**src/rtl/rate_div_ctrl.sv**
```systemverilog
// rtl/rate_div_ctrl.sv - run/stop/single-step controller for a switch-selected clock divider
// Optional feature macro: RDC_PERIOD_CNT_EN adds the period_cnt output (ticks since last return to IDLE).
module rate_div_ctrl #(
    parameter int FAST_DIV = 1_000,
    parameter int MID_DIV  = 1_000_000,
    parameter int SLOW_DIV = 100_000_000,
    parameter int CW       = 32
) (
    input  logic          clk,
    input  logic          rst_n,
    input  logic [2:0]    sw,
    input  logic          run,
    input  logic          step,
    output logic          clk_out,
    output logic          tick,
    output logic [CW-1:0] div_cur,
    output logic [1:0]    state
`ifdef RDC_PERIOD_CNT_EN
    ,
    output logic [15:0]   period_cnt
`endif
);

    typedef enum logic [1:0] {
        S_IDLE  = 2'd0,
        S_RUN   = 2'd1,
        S_STEP  = 2'd2,
        S_DRAIN = 2'd3
    } state_t;

    localparam logic [CW-1:0] FAST_V  = CW'(FAST_DIV);
    localparam logic [CW-1:0] MID_V   = CW'(MID_DIV);
    localparam logic [CW-1:0] SLOW_V  = CW'(SLOW_DIV);
    localparam logic [CW-1:0] MIN_DIV = CW'(2);
    localparam logic [CW-1:0] ONE     = CW'(1);

    // A divisor below 2 would give a zero half-period; force it to the smallest legal value.
    function automatic logic [CW-1:0] clamp_div(input logic [CW-1:0] d);
        return (d < MIN_DIV) ? MIN_DIV : d;
    endfunction

    state_t        state_q;
    state_t        state_d;
    logic [2:0]    sw_meta;
    logic [2:0]    sw_sync;
    logic [CW-1:0] sw_dec;
    logic [CW-1:0] pending;
    logic [CW-1:0] counter;
    logic [CW-1:0] half;
    logic [CW-1:0] half_m1;
    logic          active;
    logic          at_end;
    logic          fall_now;
    logic          go_idle;
    logic          rise_now;
    logic          load_div;

    assign state   = state_q;
    assign half    = div_cur >> 1;
    assign half_m1 = half - ONE;
    assign active  = (state_q != S_IDLE);
    assign at_end  = active && (counter == half_m1);
    assign fall_now = at_end && clk_out;

    // Two-flop synchronizer for the asynchronous rate switches.
    always_ff @(posedge clk or negedge rst_n) begin
        if (!rst_n) begin
            sw_meta <= 3'b000;
            sw_sync <= 3'b000;
        end else begin
            sw_meta <= sw;
            sw_sync <= sw_meta;
        end
    end

    // Switch code to divisor lookup.
    always_comb begin
        sw_dec = SLOW_V;
        case (sw_sync)
            3'b010:  sw_dec = FAST_V;
            3'b100:  sw_dec = MID_V;
            default: sw_dec = SLOW_V;
        endcase
    end

    // Pending divisor register; only copied into div_cur at a safe boundary.
    always_ff @(posedge clk or negedge rst_n) begin
        if (!rst_n) begin
            pending <= SLOW_V;
        end else begin
            pending <= sw_dec;
        end
    end

    // FSM state register.
    always_ff @(posedge clk or negedge rst_n) begin
        if (!rst_n) begin
            state_q <= S_IDLE;
        end else begin
            state_q <= state_d;
        end
    end

    // FSM next-state logic.
    always_comb begin
        state_d = state_q;
        case (state_q)
            S_IDLE: begin
                if (run) begin
                    state_d = S_RUN;
                end else if (step) begin
                    state_d = S_STEP;
                end
            end
            S_RUN: begin
                if (!run) begin
                    state_d = S_DRAIN;
                end
            end
            S_DRAIN: begin
                // A drain that starts exactly on a period boundary has nothing left to finish.
                if (run) begin
                    state_d = S_RUN;
                end else if (fall_now) begin
                    state_d = S_IDLE;
                end else if (!clk_out && (counter == '0)) begin
                    state_d = S_IDLE;
                end
            end
            S_STEP: begin
                if (fall_now) begin
                    state_d = S_IDLE;
                end
            end
            default: state_d = S_IDLE;
        endcase
    end

    // FSM output decode: datapath controls derived from state and boundary detection.
    always_comb begin
        go_idle  = 1'b0;
        rise_now = 1'b0;
        load_div = 1'b0;
        if (active && (state_d == S_IDLE)) begin
            go_idle = 1'b1;
        end
        // A rising edge on the way back to IDLE would be a runt, so it is suppressed.
        if (at_end && !clk_out && !go_idle) begin
            rise_now = 1'b1;
        end
        if (!active || rise_now) begin
            load_div = 1'b1;
        end
    end

    // Half-period counter and divided clock; both parked at zero outside an active period.
    always_ff @(posedge clk or negedge rst_n) begin
        if (!rst_n) begin
            counter <= '0;
            clk_out <= 1'b0;
        end else if (!active || go_idle) begin
            counter <= '0;
            clk_out <= 1'b0;
        end else if (at_end) begin
            counter <= '0;
            clk_out <= ~clk_out;
        end else begin
            counter <= counter + ONE;
        end
    end

    // Divisor in effect: follows pending while idle, otherwise changes only on a rising toggle.
    always_ff @(posedge clk or negedge rst_n) begin
        if (!rst_n) begin
            div_cur <= SLOW_V;
        end else if (load_div) begin
            div_cur <= clamp_div(pending);
        end
    end

    // One-cycle tick coinciding with the first high cycle of clk_out.
    always_ff @(posedge clk or negedge rst_n) begin
        if (!rst_n) begin
            tick <= 1'b0;
        end else begin
            tick <= rise_now;
        end
    end

`ifdef RDC_PERIOD_CNT_EN
    // Count of completed ticks, restarted whenever the divider goes quiet.
    always_ff @(posedge clk or negedge rst_n) begin
        if (!rst_n) begin
            period_cnt <= 16'd0;
        end else if (go_idle) begin
            period_cnt <= 16'd0;
        end else if (tick) begin
            period_cnt <= period_cnt + 16'd1;
        end
    end
`endif

endmodule
```
**config.mk**
```make
export PLATFORM = sky130hd
export DESIGN_NAME = rate_div_ctrl
export DESIGN_NICKNAME = d
export VERILOG_FILES = /design/src/rtl/rate_div_ctrl.sv
export SDC_FILE = /design/constraint.sdc
export NUM_CORES = 1
export LEC_CHECK = 0
export ABC_AREA = 1
export CORE_ASPECT_RATIO = 1.25
export CORE_MARGIN = 4
export CORE_UTILIZATION = 45
export DETAILED_ROUTE_END_ITERATION = 12
export GPL_TIMING_DRIVEN = 0
export PLACE_DENSITY = 0.66
export RECOVER_POWER = 50
export SKIP_LAST_GASP = 1
export SYNTH_ARGS = -nofsm -noshare
export SYNTH_HDL_FRONTEND = slang
export SYNTH_SLANG_ARGS = --single-unit
```
**constraint.sdc**
```tcl
create_clock -name clk -period 2.7 [get_ports clk]
set_input_delay 0.675 -clock clk [delete_from_list [all_inputs] [get_ports clk]]
set_output_delay 0.675 -clock clk [all_outputs]
set_load 0.01 [all_outputs]
```
=== Yosys cells after proc, flatten, opt, wreduce, memory -nomap -nowiden ===
Index checks and enable logic that the tools add are counted.

* $lt $le $gt $ge: 1
* Reductions and logical operators: 16
* Add/subtract/negate cells: 2
* Bitwise logic cells: 1
* Equality and inequality tests: 6
* Multiplexer cells: 17

{| class="wikitable"
|+ Operators with widths
! kind !! number
|-
| $mux 32 || 3
|-
| $pmux 27 s2 || 1
|-
| $add 32x1->32 const B || 1
|-
| $eq 32x32->1 || 1
|-
| $logic_not 32->1 || 1
|-
| $lt 32x2->1 const B || 1
|-
| $sub 31x1->32 const B || 1
|-
| $mux 2 || 7
|-
| $pmux 2 s4 || 1
|-
| $logic_and 1x1->1 || 6
|-
| $mux 1 || 5
|-
| $eq 2x2->1 const B || 2
|-
| $logic_not 2->1 || 2
|-
| $reduce_bool 2->1 || 2
|-
| $eq 3x2->1 const B || 1
|-
| $eq 3x3->1 const B || 1
|-
| $logic_not 1->1 || 3
|-
| $eq 2x1->1 const B || 1
|-
| $logic_or 1x1->1 || 2
|-
| $not 1->1 || 1
|}

* Register bits after elaboration: 106
* Word-level logic and storage cells: 51
* Input port bits: 7

=== Logic depth before layout (Yosys ltp) ===
Gate-level depths: netlist of run 1.

* Word-level depth: 15
* Gate-level depth with buffers: 20

=== Least setup slack after synthesis of run 1 ===
Ideal clock, no wire load.

* Kind: reg2reg
* Start: reg div_cur[7]
* End: reg div_cur[7]
* Data required time: 2,583 ps
* Cell stages (with the launch flop): 18
* Arrival time: 2,333 ps
* Period minus slack after synthesis: 2,450 ps
* Setup slack: 250 ps
* Library setup time: 117 ps
* Path buffers: 0
* Path through: dfrtp_1 inv_1 ha_1 nand2_1 nor2_1 nand2_2 nand2_1 nand2_1 nor2_1 nand2_1 nor2_1 nand4_2 a21boi_2 nand2_2 nand3_4 nand2_4 nand2_1 nand2_1

* Cells in the longest elaborated chain, start to end: 15
* Elaborated cells on any way between the ends: 17
* Classes of those cells: 1 x add/sub; 1 x eq/ne; 7 x mux; 8 x reduce/logical

{| class="wikitable"
|+ Ends and longest elaborated chain
! item !! RTL line !! RTL
|-
| from (decl) || 16 || <nowiki>output logic [CW-1:0] div_cur,</nowiki>
|-
| from (signal assigned) || 177 || <nowiki>div_cur <= clamp_div(pending);</nowiki>
|-
| $sub 31x1->32 (*) || 60 || <nowiki>assign half_m1 = half - ONE;</nowiki>
|-
| $eq 32x32->1 (*) || 62 || <nowiki>assign at_end = active && (counter == half_m1);</nowiki>
|-
| $logic_and 1x1->1 (*) || 62 ||
|-
| $logic_and 1x1->1 || 63 || <nowiki>assign fall_now = at_end && clk_out;</nowiki>
|-
| $mux 2 || 124 || <nowiki>end else if (fall_now) begin</nowiki>
|-
| $mux 2 || 122 || <nowiki>if (run) begin</nowiki>
|-
| $pmux 2 s4 || 107 || <nowiki>case (state_q)</nowiki>
|-
| $logic_not 2->1 || 144 || <nowiki>if (active && (state_d == S_IDLE)) begin</nowiki>
|-
| $logic_and 1x1->1 || 144 ||
|-
| $mux 1 || 144 ||
|-
| $logic_not 1->1 || 148 || <nowiki>if (at_end && !clk_out && !go_idle) begin</nowiki>
|-
| $logic_and 1x1->1 (*) || 148 ||
|-
| $mux 1 (*) || 148 ||
|-
| $logic_or 1x1->1 (*) || 151 || <nowiki>if (!active || rise_now) begin</nowiki>
|-
| $mux 1 (*) || 151 ||
|}

Every way passes the cells marked *; elsewhere a longest branch is shown, timed or not.
A chain may end at the register's enable or synchronous reset.

=== Worst setup path after layout of run 1 ===
* Start: reg div_cur[1]
* End: reg counter[4]

* Cells in the longest elaborated chain, start to end: 12
* Elaborated cells on any way between the ends: 14
* Classes of those cells: 1 x add/sub; 1 x eq/ne; 7 x mux; 5 x reduce/logical

{| class="wikitable"
|+ Ends and longest elaborated chain
! item !! RTL line !! RTL
|-
| $sub 31x1->32 (*) || 60 ||
|-
| $eq 32x32->1 (*) || 62 ||
|-
| $logic_and 1x1->1 (*) || 62 ||
|-
| $logic_and 1x1->1 || 63 ||
|-
| $mux 2 || 124 ||
|-
| $mux 2 || 122 ||
|-
| $pmux 2 s4 || 107 ||
|-
| $logic_not 2->1 || 144 ||
|-
| $logic_and 1x1->1 || 144 ||
|-
| $mux 1 || 144 ||
|-
| $logic_or 1x1->1 || 161 || <nowiki>end else if (!active || go_idle) begin</nowiki>
|-
| $mux 32 (*) || 161 ||
|-
| to (signal assigned) || 168 || <nowiki>counter <= counter + ONE;</nowiki>
|-
| to (decl) || 48 || <nowiki>logic [CW-1:0] counter;</nowiki>
|}

Marks and branches as above.

==> results of run 1 <==
==> layout by cell type (no fill, tap or decap), types with 13 or more instances in the layout <==
cell and count:
buf_4 37, clkdlybuf4s50_1 26, dfrtp_1 47, inv_1 64, nand2_1 127, nand3_1 39
nand4_1 13, nor2_1 71, nor3_1 15, xor2_1 28
==> sequential cells by signal, indices dropped and copies added (netlist names) <==
name and flops:
tick 1, div_cur 7, sw_meta 3, pending 6, state 2, sw_sync 3
counter 32, clk_out 1
==> power breakdown <==
part / switching, uW / internal [uW]
clock: 308 / 193
combinational: 1380 / 1050
sequential: 157 / 958
total: 1850 / 2200
==> how the worst max path moves through the flow <==
| stage | endpoint | slack [ps] | depth (start not counted) |
|---|---|---|---|
| detailed placement | div_cur[7] | -370 | 19 |
| finish | counter[4] | 120 | 16 |
| global route | div_cur[1] | -50 | 19 |
| global placement | counter[5] | -760 | 1 |
| CTS | counter[4] | 20 | 18 |
| floorplan | div_cur[7] | 250 | 17 |
==> kinds of logic (layout without fill, tap and decap cells) <==
family                   count (synthesis)  count (layout)  share of synthesized area [%]
AO/OA/AOI/OAI                           20              20                           3.28
other                                    1              12                         0.0984
AND/OR/NAND/NOR                        315             315                           38.6
buffers and inverters                  102             157                           13.3
adder cells (fa/ha/maj)                  4               4                           1.31
XOR/XNOR                                30              30                           7.09
flip-flops                              55              55                           36.3
==> repair_timing <==
item	CTS	global route
setup buffers	3	13
hold endpoints to repair	0	0
resized for setup	8	25
pin swaps	1	7
setup endpoints to repair	41	41
==> per-stage QoR <==
step	hold WS [ps]	std cells	setup WS, ps
finish	366	690	115
CTS	313	677	19.3
global placement	332	665	-765
detailed placement	343	666	-371
floorplan	331	538	250
global route	381	690	-52.7
==> routing by layer <==
layer / share of wire (%) / vias up / track usage, % / wire (microns)
met2: 50 / 96 / 35.2 / 5000
met4: 3.6 / 0 / 7.56 / 367
li1: - / 1751 / - / -
met5: 0 / - / 0 / 0
met1: 42 / 1650 / 26.0 / 4280
met3: 4.3 / 28 / 2.44 / 431
==> worst max-delay path: stages, from the launching register on <==
cell and delay (ps):
dfrtp_2 470, inv_2 100, ha_4 180, nand2_2 90, nor2_4 160, nand2_4 100, nand2_1 80, nand2_2 70
nor2_1 170, nand2_2 110, nor2_4 150, nand4_2 130, a21boi_2 220, nand2_4 100, nand3_4 90, buf_6 170
nor2_1 60
==> cell type report <==
cell class	count	area [sq um]
flip-flops and latches	55	1390
plain buffers	34	253
repair buffers	47	452
multi-input cells	381	2060
inverters	68	258
fillers	812	3610
clock inverters	3	27.5
well taps	97	121
clock buffers	5	68.8
==> impl_summary.txt, run 1 <==
----------------------------------------------------
[Min path]
  Hold path cells ... 0
  Endpoint of the worst hold-timing path ... sw_sync[0]
  Hold Crit Start ... sw_meta[0]
  Worst hold-check path type ... flop to flop

[Setup path]
  Reg2reg end ... counter[4]
  Data required time of the worst path ... 2910 ps
  Worst reg-to-reg setup slack ... around 120 ps
  Endpoint class of the critical path ... flop
  Setup crit start ... div_cur[1]
  Top fanout value on the critical path ... 10
  CP arrival ... around 2800 ps
  Worst R2R Path Depth ... 16
  Critical register-to-register path startpoint ... div_cur[1]
  Critical Path Source Type ... flop
  Category of the critical setup timing path ... flop to flop

[Run status]
  Run status ... finished clean

[Floorplan]
  Standard-cell rows ... 37
  Initial Util ... around 46%
  I/O pin count ... between 40 and 50
  Die Width ... between 90 and 100 microns
  Floorplan Core Area ... roughly 8200 sq um
  Height of the die ... 111 microns
  Die outline area ... around 10000 sq um

[STA]
  Number of pins with negative max-slew slack in the final report ... 0
  Final worst path period need ... 2580 ps
  Post-Route Setup TNS ... 0 ps
  Max transition margin ... ~27%
  Maximum achievable frequency ... between 300 and 400 MHz
  Setup clock skew after layout ... between 9 and 10 ps
  Fin. Hold Viols ... 0
  Tcrit/Tclk final ... around 96%
  Measured slew at the worst slew-check pin ... about 1100 ps
  Setup repair after global routing missed its margin ... true
  Setup violators final ... 0

[Logic synthesis]
  Post-synth EDFFs ... 0
  Count of different cell masters after synthesis ... 35
  Area leader, netlist ... dfrtp_1
  Post-synth design cell area ... ~3800 sq um
  Cell with the most instances after synthesis ... nand2_1
  Count of yosys warnings during synthesis ... 0
  Number of instances in the synthesized netlist ... about 530
  Most instantiated flip-flop cell in the synthesis netlist ... dfrtp_1
  Sequential cell area fraction in the yosys report ... a little over a third
  Post-synthesis average cell area ... just over 7 sq um
  Area contributors post-synth ... dfrtp_1 32%, nand2_1 13%, nor2_1 7.6%
  Portion of synthesized cell area occupied by the leading cell type ... roughly a third
  Synth async-reset ratio ... 100%
  Top cell types by occurrence after synthesis ... 132 x nand2_1, 77 x nor2_1, 67 x inv_1, 49 x dfrtp_1, 39 x nand3_1
  Number of flip-flops and latches in the synthesized netlist ... 55

[Placed design]
  Placer Congestion ... 0.965
  Buffers on Ports ... 30
  Final HPWL DP ... about 7800 microns
  Placed standard-cell area ... ~4300 sq um

[CTS]
  H-tree depth reported by CTS ... 2
  Clock slew at reported path FFs ... 110 ps
  Maximum count of clock buffers along a single path ... 2
  TritonCTS clock tree ... done
  Number of hold buffers added after CTS ... 0
  Clock latency of the later-clocked register in the worst-skew pair ... 320 ps
  Root buffer selected by CTS ... clkbuf_8
  Total CTS buffers ... 5
  Number of sinks on the clock net ... 55

[Route]
  Post-detailed-route DRC marker count ... 0
  Total via count after detailed routing ... 3525
  Detailed Route WL ... approximately 10000 microns
  Antenna viol nets, final ... 0
  First-iteration detailed-routing DRC count ... 280
  Via/cell ratio ... between 5 and 6
  Number of search-and-repair iterations in the first detailed-routing pass ... 4
  Per-cell routed wire length ... about 15 microns

[Global routing]
  First-pass GRT wire length ... ~17000 microns
  Congestion Overflow GR ... 0
  Largest net degree at the start of global routing ... 36
  Total track usage ... a little over 20%
  Via count of the first global-routing pass ... between 3000 and 4000
  Number of antenna violations at the first check in global routing ... 0

[Finish]
  Layout Nets ... about 600
  Share of the core filled with cells in the final layout ... 56.2%
  Area grow syn2layout ... 21.4%
  Post-layout instance area ... about 4600 sq um
  Final antenna diode count ... 0
  Share of cells above drive strength 1 ... 18.4%

[Power]
  Leakage ... around 0.0022 uW
  Largest vdd supply drop ... approximately 0.00041 V
  Power Density ... between 800 and 900 nW/um^2
  Final Power ... roughly 4000 uW

[Job]
  Max_cap viols ... 0

----------------------------------------------------
(Power assumes the default switching activity.)
==> run 2, diff against run 1 <==
--- a/config.mk
+++ b/config.mk
@@ -8,10 +8,10 @@
 export ABC_AREA = 1
 export CORE_ASPECT_RATIO = 1.25
 export CORE_MARGIN = 4
-export CORE_UTILIZATION = 45
+export CORE_UTILIZATION = 50
 export DETAILED_ROUTE_END_ITERATION = 12
 export GPL_TIMING_DRIVEN = 0
-export PLACE_DENSITY = 0.66
+export PLACE_DENSITY = 0.72
 export RECOVER_POWER = 50
 export SKIP_LAST_GASP = 1
 export SYNTH_ARGS = -nofsm -noshare
==> run 2 against run 1 <==
Compared with the run above: maximum frequency increased by 0.36%; die area shrank 9.2%; worst setup slack improved by 9.3 ps; largest cell class unchanged; combinational power decreased by 3%; total power down 1.7%; final area shrank 0.73%; clock-buffer cell count did not move; wire length fell by 2.7%; sequential share of layout area grew 0.22 points; critical path type unchanged; register-to-register slack hardly changed.
==> impl_summary.txt, run 2 (synthesis results as in run 1) <==
----------------------------------------------------
[CTS]
  Clock slew at reported path FFs ... 120 ps (about the same)
  Maximum count of clock buffers along a single path ... 2 (unchanged)
  Root buffer selected by CTS ... clkbuf_8
  H-tree depth reported by CTS ... 2 (unchanged)
  Total CTS buffers ... 5 (unchanged)
  TritonCTS clock tree ... done
  Clock latency of the later-clocked register in the worst-skew pair ... 330 ps (about the same)
  Number of sinks on the clock net ... 55 (unchanged)

[STA]
  Measured slew at the worst slew-check pin ... 1070 ps (-15.2 ps)
  Setup clock skew after layout ... 11.6 ps (+1.98 ps)
  Fin. Hold Viols ... 0 (unchanged)
  Post-Route Setup TNS ... 0 ps (unchanged)
  Max transition margin ... 28.4% (+1.0 points)
  Setup violators final ... 0 (unchanged)
  Maximum achievable frequency ... 388 MHz (+0.36%)
  Final worst path period need ... 2580 ps (-9.26 ps)
  Number of pins with negative max-slew slack in the final report ... 0 (unchanged)
  Tcrit/Tclk final ... 95.4% (-0.34 points)

[Setup path]
  Endpoint class of the critical path ... flop
  Critical Path Source Type ... flop
  Reg2reg end ... div_cur[7]
  Top fanout value on the critical path ... 7 (-3)
  Data required time of the worst path ... 2930 ps (+20 ps)
  Category of the critical setup timing path ... flop to flop
  CP arrival ... 2810 ps (about the same)
  Worst reg-to-reg setup slack ... 120 ps (about the same)
  Critical register-to-register path startpoint ... div_cur[7]
  Worst R2R Path Depth ... 18 (+2)

[Power]
  Sequential power share ... 27.9% (+0.3 points)
  Net switching power of the design ... 1810 uW (-1.8%)
  Switch share ... 45.5% (-0.078 points)
  Logic gate share of total power ... 59.2% (-0.9 points)
  Final Power ... 3980 uW (-1.7%)
  Power Density ... 866 nW/um^2 (-0.95%)
  Largest vdd supply drop ... 0.000441 V (+6.7%)
  Leakage ... 0.00221 uW (about the same)
  Clock Power Share ... 12.9% (+0.5 points)
  Cell internal pwr ... 2170 uW (-1.5%)

[Route]
  Number of search-and-repair iterations in the first detailed-routing pass ... 5 (+1)
  Antenna viol nets, final ... 0 (unchanged)
  Per-cell routed wire length ... 14.3 microns (-1.8%)
  Total via count after detailed routing ... 3520 (-0.14%)
  Via/cell ratio ... 5.15 (+0.73%)
  Post-detailed-route DRC marker count ... 0 (unchanged)
  Detailed Route WL ... 9810 microns (-2.7%)
  First-iteration detailed-routing DRC count ... 226 (-19%)

[Placed design]
  Final HPWL DP ... 7560 microns (-3.2%)
  Placer Congestion ... 0.977 (+1.2%)
  Buffers on Ports ... 30 (unchanged)

[Global routing]
  Via count of the first global-routing pass ... 3348 (+0.21%)
  Congestion Overflow GR ... 0 (unchanged)
  Largest net degree at the start of global routing ... 37 (+2.8%)
  First-pass GRT wire length ... 16200 microns (-2.5%)
  Total track usage ... 22.3% (+1.9 points)
  Number of antenna violations at the first check in global routing ... 0 (unchanged)

[Finish]
  Largest reg by FF count ... counter
  Share of the core filled with cells in the final layout ... 62.1% (+5.9 points)
  Most common cell after layout, fill and taps aside ... nand2_1
  Register area ... 1390 sq um (unchanged)
  Share of cells above drive strength 1 ... 18.9% (+0.54 points)
  Most frequent cells in the layout ... 123 x nand2_1, 71 x nor2_1, 63 x inv_1
  Layout Nets ... 602 (-0.17%)
  Multi-input combinational cell area ... 2060 sq um (+0.30%)
  Top flop regs ... counter x32, div_cur x7, pending x6
  Flip-flop count of the largest register after layout ... 32 (unchanged)
  Number of filler cells placed in the layout ... 674 (-17%)
  Area grow syn2layout ... 20.6%
  Final antenna diode count ... 0 (unchanged)

[Min path]
  Endpoint of the worst hold-timing path ... sw_sync[0]
  Worst hold-check path type ... flop to flop
  Hold path cells ... 0 (unchanged)
  Hold Crit Start ... sw_meta[0]

[Floorplan]
  Die Width ... 86.1 microns (-4.7%)
  Initial Util ... 51.5% (+5.2 points)
  Standard-cell rows ... 35 (-5.4%)
  Height of the die ... 106 microns (-4.8%)
  I/O pin count ... 43 (unchanged)
  Floorplan Core Area ... 7400 sq um (-10%)
  Die outline area ... 9090 sq um (-9.2%)

[Job]
  Max_cap viols ... 0 (unchanged)

[Run status]
  Run status ... finished clean

----------------------------------------------------
## run 2: changes by cell type in the layout (fill, tap and decap cells not counted), moves of 2 or more
cell,previous run,this run
nand2_1,127,123
nand2_2,7,11
buf_12,2,0
buf_6,6,4
nor2_2,3,5
nor2_4,9,7
nor4_2,2,0
## run 2: repair_timing
action,in CTS,in global routing
pin swaps,0,15
hold buffers,0,0
resized for setup,7,30
endpoints found under the setup margin,41,41
gates cloned,0,1
buffers inserted,0,14
## run 2: power by group through the flow
stage | combinational (uW) | sequential [uW] | clock, uW
after floorplan | 1400 | 1120 | 0
after global placement | 2020 | 1130 | 0
after detailed placement | 2050 | 1140 | 0
after CTS | 2080 | 1120 | 521
after global routing | 2590 | 1130 | 559
final | 2360 | 1110 | 512
## run 2: final cells by class
type,count,share of cell area [%]
inverters,68,5.66
plain buffers,34,5.58
repair buffers,45,8.88
clock inverters,3,0.681
multi-input cells,382,44.9
flip-flops and latches,55,30.3
clock buffers,5,1.50
well taps,92,2.51
## run 2: metrics by stage
| step | hold WS (ps) | instance area [sq um] | instances | worst slack, ps |
|---|---|---|---|---|
| 2_1_floorplan | 331 | 3850 | 538 | 250 |
| 3_3_place_gp | 334 | 4270 | 660 | -670 |
| 3_5_place_dp | 340 | 4280 | 661 | -330 |
| 4_1_cts | 312 | 4400 | 669 | 3.99 |
| 5_1_grt | 372 | 4590 | 684 | -40.7 |
| 6_report | 362 | 4590 | 684 | 124 |
## run 2: critical path: stages, from the launching register on
cell	delay, ps
dfrtp_2	500
inv_4	100
ha_4	180
buf_6	130
nand2_2	50
nand2_2	70
nand3_1	70
nor2_1	100
nand2_1	70
nor2_2	130
nand2_1	90
nor2_2	170
nand4_2	120
a21boi_2	220
nand2_4	120
nand3_4	130
nand2_4	100
nand2_2	90
nand2_1	40
## run 2: layer usage
| metal | share of wire (%) | track usage, % | up-vias | routed length, microns |
|---|---|---|---|---|
| met5 | 0 | 0 | - | 0 |
| met4 | 3.7 | 8.94 | 0 | 361 |
| met3 | 5.7 | 3.21 | 27 | 563 |
| met2 | 49 | 36.1 | 128 | 4850 |
| met1 | 41 | 29.7 | 1609 | 4040 |
| li1 | - | - | 1756 | - |
## run 2: how the worst max path moves through the flow
stage,depth (start not counted),start,end,slack (ps)
after floorplan,17,div_cur[7],div_cur[7],250
after global placement,1,rst_n,pending[9],-670
after detailed placement,17,div_cur[7],div_cur[9],-330
after CTS,17,div_cur[1],div_cur[9],4
after global routing,17,div_cur[7],div_cur[7],-40
final,18,div_cur[7],div_cur[7],120
==> run 3, diff against run 2 <==
--- a/config.mk
+++ b/config.mk
@@ -8,12 +8,12 @@
 export ABC_AREA = 1
 export CORE_ASPECT_RATIO = 1.25
 export CORE_MARGIN = 4
-export CORE_UTILIZATION = 50
+export CORE_UTILIZATION = 44
 export DETAILED_ROUTE_END_ITERATION = 12
 export GPL_TIMING_DRIVEN = 0
-export PLACE_DENSITY = 0.72
 export RECOVER_POWER = 50
 export SKIP_LAST_GASP = 1
+export SLEW_MARGIN = 20
 export SYNTH_ARGS = -nofsm -noshare
 export SYNTH_HDL_FRONTEND = slang
 export SYNTH_SLANG_ARGS = --single-unit
==> run 3 against run 2 <==
Compared with the run above: final area fell by 0.22%; worst setup slack better by 20 ps; final cell count is 0.88% higher.
==> impl_summary.txt, run 3 (synthesis results as in run 1) <==
----------------------------------------------------
[Power]
  Largest vdd supply drop ... 0.000472 V (+7.0%)
  Power Density ... 872 nW/um^2 (+0.70%)
  Leakage ... 0.00222 uW (+0.24%)
  Final Power ... 4000 uW (+0.48%)

[STA]
  Tcrit/Tclk final ... 94.6% (-0.75 points)
  Number of pins with negative max-slew slack in the final report ... 0 (unchanged)
  Setup clock skew after layout ... 8.17 ps (-3.42 ps)
  Maximum achievable frequency ... 391 MHz (+0.79%)
  Min Hold Slack ... 373 ps (+11.4 ps)
  Measured slew at the worst slew-check pin ... 1350 ps (+278 ps)
  Least setup slack across all paths after layout ... 144 ps (+20.2 ps)
  Max transition margin ... 9.80% (-19 points)
  Setup violators final ... 0 (unchanged)
  Final worst path period need ... 2560 ps (-20.2 ps)
  Fin. Hold Viols ... 0 (unchanged)

[Setup path]
  Reg2reg end ... counter[12]
  Worst R2R Path Depth ... 16 (-2)
  Top fanout value on the critical path ... 10 (+3)
  Worst setup path endpoint ... counter[12]
  Data required time of the worst path ... 2930 ps (about the same)
  Endpoint class of the critical path ... flop
  Critical register-to-register path startpoint ... div_cur[7]
  Critical Path Source Type ... flop
  CP arrival ... 2780 ps (-30 ps)
  Category of the critical setup timing path ... flop to flop
  Worst reg-to-reg setup slack ... 140 ps (+20 ps)
  Setup crit start ... div_cur[7]

[Finish]
  Largest reg by FF count ... counter
  Number of filler cells placed in the layout ... 862 (+28%)
  Top flop regs ... counter x32, div_cur x7, pending x6
  Share of cells above drive strength 1 ... 17.7% (-1.2 points)
  Flip-flop count of the largest register after layout ... 32 (unchanged)
  Final antenna diode count ... 0 (unchanged)
  Area grow syn2layout ... 20.3%
  Layout Nets ... 603 (+0.17%)
  Cell Count, Final, Fillers Out ... 690 (+0.88%)
  Most frequent cells in the layout ... 131 x nand2_1, 70 x nor2_1, 65 x inv_1
  Most common cell after layout, fill and taps aside ... nand2_1
  Share of the core filled with cells in the final layout ... 55.0% (-7.1 points)

[CTS]
  Number of hold buffers added after CTS ... 0 (unchanged)
  TritonCTS clock tree ... done
  Clock latency of the later-clocked register in the worst-skew pair ... 330 ps (about the same)
  Number of sinks on the clock net ... 55 (unchanged)
  H-tree depth reported by CTS ... 2 (unchanged)
  Root buffer selected by CTS ... clkbuf_8
  Total CTS buffers ... 5 (unchanged)
  Clock slew at reported path FFs ... 110 ps (about the same)
  Maximum count of clock buffers along a single path ... 2 (unchanged)

[Run status]
  Run status ... finished clean

[Global routing]
  Total track usage ... 20.3% (-1.9 points)
  First-pass GRT wire length ... 16500 microns (+2.3%)
  Largest net degree at the start of global routing ... 56 (+51%)
  Number of antenna violations at the first check in global routing ... 0 (unchanged)
  Via count of the first global-routing pass ... 3344 (-0.12%)
  Congestion Overflow GR ... 0 (unchanged)

[Min path]
  Worst hold-check path type ... flop to flop

[Placed design]
  Worst slack, placed ... -390 ps (-60.6 ps)
  Placer Congestion ... 0.926 (-5.2%)
  Final HPWL DP ... 7820 microns (+3.4%)
  Number of placed cells counting well taps ... 665 (+0.61%)
  Buffers on Ports ... 30 (unchanged)

[Job]
  Max_cap viols ... 0 (unchanged)

[Route]
  Per-cell routed wire length ... 14.8 microns (+3.3%)
  Antenna viol nets, final ... 0 (unchanged)
  First-iteration detailed-routing DRC count ... 260 (+15%)
  Detailed Route WL ... 10200 microns (+4.2%)
  Post-detailed-route DRC marker count ... 0 (unchanged)
  Via/cell ratio ... 5.05 (-1.9%)
  Total via count after detailed routing ... 3482 (-1.1%)
  Number of search-and-repair iterations in the first detailed-routing pass ... 6 (+1)

[Floorplan]
  Floorplan Core Area ... 8330 sq um (+13%)
  Height of the die ... 112 microns (+6.1%)
  Initial Util ... 45.7% (-5.8 points)
  Standard-cell rows ... 37 (+5.7%)
  Die Width ... 91.2 microns (+6.0%)
  Die outline area ... 10200 sq um (+12%)
  I/O pin count ... 43 (unchanged)

----------------------------------------------------
run 3: cell count changes in the layout (fill, tap and decap cells not counted), sizes merged:
cell / previous run / this run
buf: 44 / 46
clkbuf: 11 / 10
run 3: where the power goes:
group	total (uW)	switching (uW)	internal, uW
sequential	1080	128	951
combinational	2400	1360	1040
clock	513	315	198
run 3: area by class of cell:
type	instances	area (sq um)	area share (%)
Sequential cell	55	1390	30.2
Inverter	68	258	5.62
Tap cell	97	121	2.65
Clock inverter	3	31.3	0.682
Buffer	34	256	5.59
Timing Repair Buffer	46	415	9.06
Clock buffer	5	68.8	1.50
Multi-Input combinational cell	382	2050	44.7
run 3: per-layer routing:
layer / vias to the layer above / GRT usage (%) / part of all wire (%)
li1: 1756 / - / -
met1: 1623 / 26.0 / 43
met2: 87 / 34.9 / 51
met3: 16 / 3.02 / 4.2
met4: 0 / 7.44 / 2.0
met5: - / 0 / 0
run 3: how the worst min path moves through the flow:
stage                from         end  slack, ps  cells after the start
6_report       sw_meta[0]  sw_sync[0]        370                      0
4_1_cts        sw_meta[0]  sw_sync[0]        380                      0
3_3_place_gp   sw_meta[2]  sw_sync[2]        340                      0
5_1_grt        sw_meta[2]  sw_sync[2]        400                      0
3_5_place_dp   sw_meta[0]  sw_sync[0]        350                      0
2_1_floorplan  sw_meta[0]  sw_sync[0]        330                      0
run 3: worst max-delay path: stages (launching register included):
cell and delay, ps:
dfrtp_2 490, inv_4 100, ha_4 200, nand2_2 110
nor2_4 170, nand2_4 110, nand2_1 70, nand2_1 90
nor2_1 100, nand2_1 90, nor2_4 110, nand4_2 130
a21boi_2 230, nand2_4 120, nand3_4 110, buf_6 160
nor2_1 60
run 3: what timing repair did:
action / in CTS / in global routing
buffers inserted: 2 / 14
gates cloned: 0 / 1
endpoints found under the setup margin: 41 / 41
gates resized for setup: 10 / 15
pin swaps: 0 / 6
run 3: through the flow:
stage               area (sq um)  TNS (ps)
finish                      4580         0
global placement            4270    -50620
floorplan                   3850         0
CTS                         4410         0
global route                4580      -470
detailed placement          4270    -13780
